<file path="src/rtl/rf_pkg.sv">
// Shared constants and types for the scoreboarded register file.
// Holds default sizes, address/data typedefs and the zero-register index.
package rf_pkg;

    localparam int RF_DW    = 32;
    localparam int RF_DEPTH = 32;
    localparam int RF_NR    = 2;
    localparam int RF_NW    = 2;
    localparam int RF_AW    = $clog2(RF_DEPTH);

    typedef logic [RF_AW-1:0] rf_addr_t;
    typedef logic [RF_DW-1:0] rf_data_t;

    localparam int unsigned RF_ZERO_IDX = 0;

endpackage

</file>
<file path="src/rtl/rf_read_port.sv">
// One combinational read port: write bypass, zero/range masking, ready.
// Ports: addr_i, wr_ok_i/wr_addr_i/wr_data_i (qualified writes),
//        mem_data_i/pend_i (stored entry), data_o, ready_o.
module rf_read_port
    import rf_pkg::*;
#(
    parameter int DW       = RF_DW,
    parameter int DEPTH    = RF_DEPTH,
    parameter int NW       = RF_NW,
    parameter int ZERO_REG = 1,
    parameter int AW       = $clog2(DEPTH)
) (
    input  logic [AW-1:0]    addr_i,
    input  logic [NW-1:0]    wr_ok_i,
    input  logic [NW*AW-1:0] wr_addr_i,
    input  logic [NW*DW-1:0] wr_data_i,
    input  logic [DW-1:0]    mem_data_i,
    input  logic             pend_i,
    output logic [DW-1:0]    data_o,
    output logic             ready_o
);

    logic          hit;
    logic [DW-1:0] byp;
    logic          masked;

    // Later ports overwrite earlier hits, so the highest index wins.
    always_comb begin
        hit = 1'b0;
        byp = '0;
        for (int j = 0; j < NW; j++) begin
            if (wr_ok_i[j] && wr_addr_i[j*AW +: AW] == addr_i) begin
                hit = 1'b1;
                byp = wr_data_i[j*DW +: DW];
            end
        end
    end

    assign masked = (32'(addr_i) >= 32'(DEPTH))
                  || (ZERO_REG != 0 && addr_i == AW'(RF_ZERO_IDX));

    always_comb begin
        data_o  = mem_data_i;
        ready_o = !pend_i;
        if (masked) begin
            data_o  = '0;
            ready_o = 1'b1;
        end else if (hit) begin
            data_o  = byp;
            ready_o = 1'b1;
        end
    end

endmodule

</file>
<file path="src/rtl/regfile_scoreboard.sv">
// Multi-port register file with write-through bypass and pending scoreboard.
// Ports: clk_i, rst_n_i, rd_addr_i/rd_data_o/rd_ready_o (NR reads),
//        wr_en_i/wr_addr_i/wr_data_i (NW writes), rsv_en_i/rsv_addr_i, flush_i.
module regfile_scoreboard
    import rf_pkg::*;
#(
    parameter int DW       = RF_DW,
    parameter int DEPTH    = RF_DEPTH,
    parameter int NR       = RF_NR,
    parameter int NW       = RF_NW,
    parameter int ZERO_REG = 1,
    localparam int AW      = $clog2(DEPTH)
) (
    input  logic             clk_i,
    input  logic             rst_n_i,
    input  logic [NR*AW-1:0] rd_addr_i,
    output logic [NR*DW-1:0] rd_data_o,
    output logic [NR-1:0]    rd_ready_o,
    input  logic [NW-1:0]    wr_en_i,
    input  logic [NW*AW-1:0] wr_addr_i,
    input  logic [NW*DW-1:0] wr_data_i,
    input  logic             rsv_en_i,
    input  logic [AW-1:0]    rsv_addr_i,
    input  logic             flush_i
);

    logic [DW-1:0]    mem_q [DEPTH];
    logic [DW-1:0]    mem_d [DEPTH];
    logic [DEPTH-1:0] pend_q;
    logic [DEPTH-1:0] pend_d;
    logic [NW-1:0]    wr_ok;
    logic             rsv_ok;

    function automatic logic addr_ok(input logic [AW-1:0] a);
        return (32'(a) < 32'(DEPTH))
            && !(ZERO_REG != 0 && a == AW'(RF_ZERO_IDX));
    endfunction

    // Gating with reset keeps the bypass from leaking data while in reset.
    always_comb begin
        wr_ok = '0;
        for (int j = 0; j < NW; j++) begin
            wr_ok[j] = wr_en_i[j] && rst_n_i
                    && addr_ok(wr_addr_i[j*AW +: AW]);
        end
        rsv_ok = rsv_en_i && addr_ok(rsv_addr_i);
    end

    // Order matters: writes clear, reserve re-sets, flush clears everything.
    always_comb begin
        mem_d  = mem_q;
        pend_d = pend_q;
        for (int j = 0; j < NW; j++) begin
            if (wr_ok[j]) begin
                mem_d[wr_addr_i[j*AW +: AW]]  = wr_data_i[j*DW +: DW];
                pend_d[wr_addr_i[j*AW +: AW]] = 1'b0;
            end
        end
        if (rsv_ok) begin
            pend_d[rsv_addr_i] = 1'b1;
        end
        if (flush_i) begin
            pend_d = '0;
        end
    end

    always_ff @(posedge clk_i or negedge rst_n_i) begin
        if (!rst_n_i) begin
            mem_q  <= '{default: '0};
            pend_q <= '0;
        end else begin
            mem_q  <= mem_d;
            pend_q <= pend_d;
        end
    end

    for (genvar k = 0; k < NR; k++) begin : g_rd
        logic [AW-1:0] ra;
        logic          in_rng;
        logic [DW-1:0] mem_rd;
        logic          pend_rd;

        assign ra      = rd_addr_i[k*AW +: AW];
        assign in_rng  = 32'(ra) < 32'(DEPTH);
        assign mem_rd  = in_rng ? mem_q[ra] : '0;
        assign pend_rd = in_rng && pend_q[ra];

        rf_read_port #(
            .DW       (DW),
            .DEPTH    (DEPTH),
            .NW       (NW),
            .ZERO_REG (ZERO_REG),
            .AW       (AW)
        ) u_port (
            .addr_i     (ra),
            .wr_ok_i    (wr_ok),
            .wr_addr_i  (wr_addr_i),
            .wr_data_i  (wr_data_i),
            .mem_data_i (mem_rd),
            .pend_i     (pend_rd),
            .data_o     (rd_data_o[k*DW +: DW]),
            .ready_o    (rd_ready_o[k])
        );
    end

endmodule

</file>
<file path="config.mk">
export PLATFORM = sky130hd
export DESIGN_NAME = regfile_scoreboard
export DESIGN_NICKNAME = d
export VERILOG_FILES = /design/src/rtl/rf_pkg.sv /design/src/rtl/rf_read_port.sv /design/src/rtl/regfile_scoreboard.sv
export SDC_FILE = /design/constraint.sdc
export NUM_CORES = 2
export LEC_CHECK = 0
export ABC_AREA = 0
export BUFFER_PORTS_ARGS = -buffer_cell sky130_fd_sc_hd__buf_2
export CAP_MARGIN = 10
export CORE_MARGIN = 4
export CORE_UTILIZATION = 40
export CTS_CLUSTER_SIZE = 14
export DETAILED_ROUTE_END_ITERATION = 12
export GPL_ROUTABILITY_DRIVEN = 1
export PLACE_DENSITY_LB_ADDON = 0.08
export SYNTH_ARGS = -nofsm -noshare
export SYNTH_HDL_FRONTEND = slang
export SYNTH_SLANG_ARGS = --single-unit
</file>
<file path="constraint.sdc">
create_clock -name clk_i -period 3.3 [get_ports clk_i]
set_input_delay 0.66 -clock clk_i [delete_from_list [all_inputs] [get_ports clk_i]]
set_output_delay 0.66 -clock clk_i [all_outputs]
set_load 0.005 [all_outputs]
</file>
==> results.ini <==
[run_status]
outcome = finished, violations left
violations = negative setup slack

[power]
intPower_w = 0.0308
p_sw_w = 0.0140
p_sw_frac = 0.313
power.density_nw_per_um2 = 525
cellLeakagePower_nw = 36.0
vdd_drop_max_mv = 0.538
pwr-share-clk = 0.342
pwr-share-comb = 0.257
pwr-share-seq = 0.400
total_power_w = 0.0449

[logic_synthesis]
synth_common_cells = 1056 x dfrtp_1, 992 x mux2i_1, 899 x nand2_1, 764 x o21ai_0, 568 x clkbuf_1
synth_cells = 6417
yosysTopAreaCell = dfrtp_1
synthMuxAreaShare = 0.327
syn_area_um2 = 66900
synth_area_per_cell_um2 = 10.4
synth_fp_nets = 6512
async_flop_share = 1.00
yosys.area_share.simple = 0.104
synth_top_family_by_area = multiplexers
synth_compound_area_frac = 0.116
synth.area.top_cells = dfrtp_1 39%, mux4_2 18%, mux2i_1 15%
yosys_register_bits = 1056
synth_most_common_cell = dfrtp_1
synth_flop_cell = dfrtp_1
synth-warning-count = 0
synth_fa_ha_area_frac = 0
ys_types = 53
synth-xor-area-share = 0.00262
yosysSeqAreaShare = 0.395
synth_top_area_share = 0.395
synth_edf_count = 0

[route]
highest_layer = met5
wirelength_mm = 318
wl_met1_mm = 130
dr_wl_met3_mm = 32.4
wire_per_inst_um = 35.3
dr.pass1.iters = 6
met2WireLength_mm = 138
ant_nets = 0
drt_iter0_markers = 7394
vias = 58100
drc = 0
routed_via_density = 6.44

[die]
num_rows = 149
num_io_pins = 161
core_um2 = 166000
die_w_um = 417
start_util = 0.404
fp.dieH_um = 417
die-area_um2 = 174000

[clock_network]
tritoncts = built
clock_sinks = 1056
clk_latency_ns = 0.79
clkTransAtPathRegs_ns = 0.06
cts_buffers = 135
clockRootBuffer = clkbuf_16
htreeDepth = 4
cts_buffer_depth = 3

[timing]
slew_headroom = 0.335
max_freq_ghz = 0.275
min_period_ns = 3.64
setup_ws_ns = -0.339
setup_viol = 58
fin_setup_tns_ns = -7.92
rsz0062_at_grt = true
tightest_slew_ns = 0.997
maxSlewViolCount = 0
timing.final.hold_violations = 0
hold_slack_ns = 0.0577
period_share = 1.10
fin_worst_skew_ns = 0

[cells_and_area]
multi_input_area_um2 = 40000
fillerInstances = 14300
nNetsFinal = 6825
area_delta_synth_final_pct = 27.7
drive_gt1_frac = 0.320
final-seq-area_um2 = 26400
final_cell_area_um2 = 85500
layoutNonFillerInstCount = 9019

[job]
cap_violations = 0

[placement]
gp_congestion = 0.901
dpl-instance-area_um2 = 75300
io_buffers = 160
dp_cells = 8593
hpwl_mm = 201

[critical_path]
critPathMaxFanout = 13
cp.required_ns = 2.64
path_class = in -> out
worst_setup_path_end_kind = primary output
cp_data_arrival_time_ns = 2.98
start_kind = primary input

[grt]
grt_use_total = 0.359
grt_pass1_vias = 56100
gr-total-overflow = 0
grt_pass1_wl_mm = 446
grt_max_degree = 152
antenna_found_initial = 11

[worst_hold_path]
min-delay-path-class = in -> async

==> cell families after synthesis <==
logic type | count (synthesis)
flops | 1056
buf+inv | 877
xor+xnor | 20
mux | 1525
compound gates | 1366
simple gates | 1573
==> power groups by stage <==
stage / combinational (W) / sequential, W / clock, W
5_1_grt: 0.0123 / 0.0183 / 0.0161
3_5_place_dp: 0.0102 / 0.0181 / 0
3_3_place_gp: 0.00996 / 0.0180 / 0
2_1_floorplan: 0.00681 / 0.0172 / 0
4_1_cts: 0.0110 / 0.0179 / 0.0155
6_report: 0.0115 / 0.0179 / 0.0154
==> routing by layer <==
layer / vias up / global-route usage
li1: 24200 / -
met4: 6 / 0.173
met5: - / 0
met3: 812 / 0.0873
met1: 29600 / 0.497
met2: 3386 / 0.528
==> registers in the layout, summed over array words and instances, names as in the netlist <==
register,count
mem_q,1024
pend_q,32
==> timing repair <==
item                       CTS  global route
hold buffers                 1             0
pin swaps                  142           117
setup endpoints to repair   66            66
buffers inserted           135            72
gates cloned                16             7
hold endpoints to repair    20             0
resized for setup          452           181
==> layout by cell type (no fill, tap or decap), types with 14 or more instances in the layout <==
master / instances
buf_6: 57
buf_12: 253
clkbuf_16: 148
nand2_1: 835
a21oi_1: 287
nor4_2: 39
nor2_1: 286
buf_8: 19
nand3_1: 25
a22o_1: 29
mux4_2: 532
clkbuf_8: 25
a22oi_2: 86
nand2_2: 45
nor4_4: 57
a22oi_1: 110
o21ai_0: 764
buf_2: 134
nand3b_1: 27
nor4b_4: 36
a221oi_2: 24
a41o_1: 14
nor3_1: 72
nand2_4: 19
buf_4: 523
clkbuf_1: 38
inv_1: 22
buf_16: 31
dfrtp_1: 1056
nor2_4: 29
nor4_1: 16
nor3_2: 14
mux2i_1: 985
==> area by class of cell <==
class | count | area share
multi-input cells | 4484 | 0.468
flip-flops and latches | 1056 | 0.309
repair buffers | 1031 | 0.138
clock buffers | 204 | 0.0470
well taps | 2189 | 0.0320
clock inverters | 28 | 0.00487
inverters | 22 | 0.000966
diodes | 5 | 0.000146
==> worst paths after layout <==
kind,to,slack [ns],from,cells past startpoint
worst min-delay path,mem_q[105],0.06,rst_n_i,3
worst min register to register,mem_q[1011],0.40,mem_q[1011],0
worst max-delay path,rd_data_o[15],-0.34,rd_addr_i[0],10
worst max register to register,mem_q[10],2.40,mem_q[10],3
min in group clk_i,mem_q[73],0.18,wr_data_i[41],3
max in group asynchronous,mem_q[957],1.02,rst_n_i,5
==> worst max-delay path, cell delays in order <==
cell	delay, ns
buf_16	0.17
buf_16	0.20
buf_16	0.18
mux4_2	0.51
a22o_1	0.27
a221oi_2	0.28
buf_4	0.21
a41oi_1	0.12
nor4b_2	0.20
buf_2	0.14
==> through the flow <==
| step | util | worst slack (ns) |
|---|---|---|
| floorplan | - | 0.248 |
| global placement | 0.454 | -1.14 |
| detailed placement | 0.454 | -0.823 |
| CTS | 0.506 | -0.265 |
| global route | 0.516 | -0.340 |
| finish | 0.516 | -0.339 |
(Power assumes the default switching activity.)
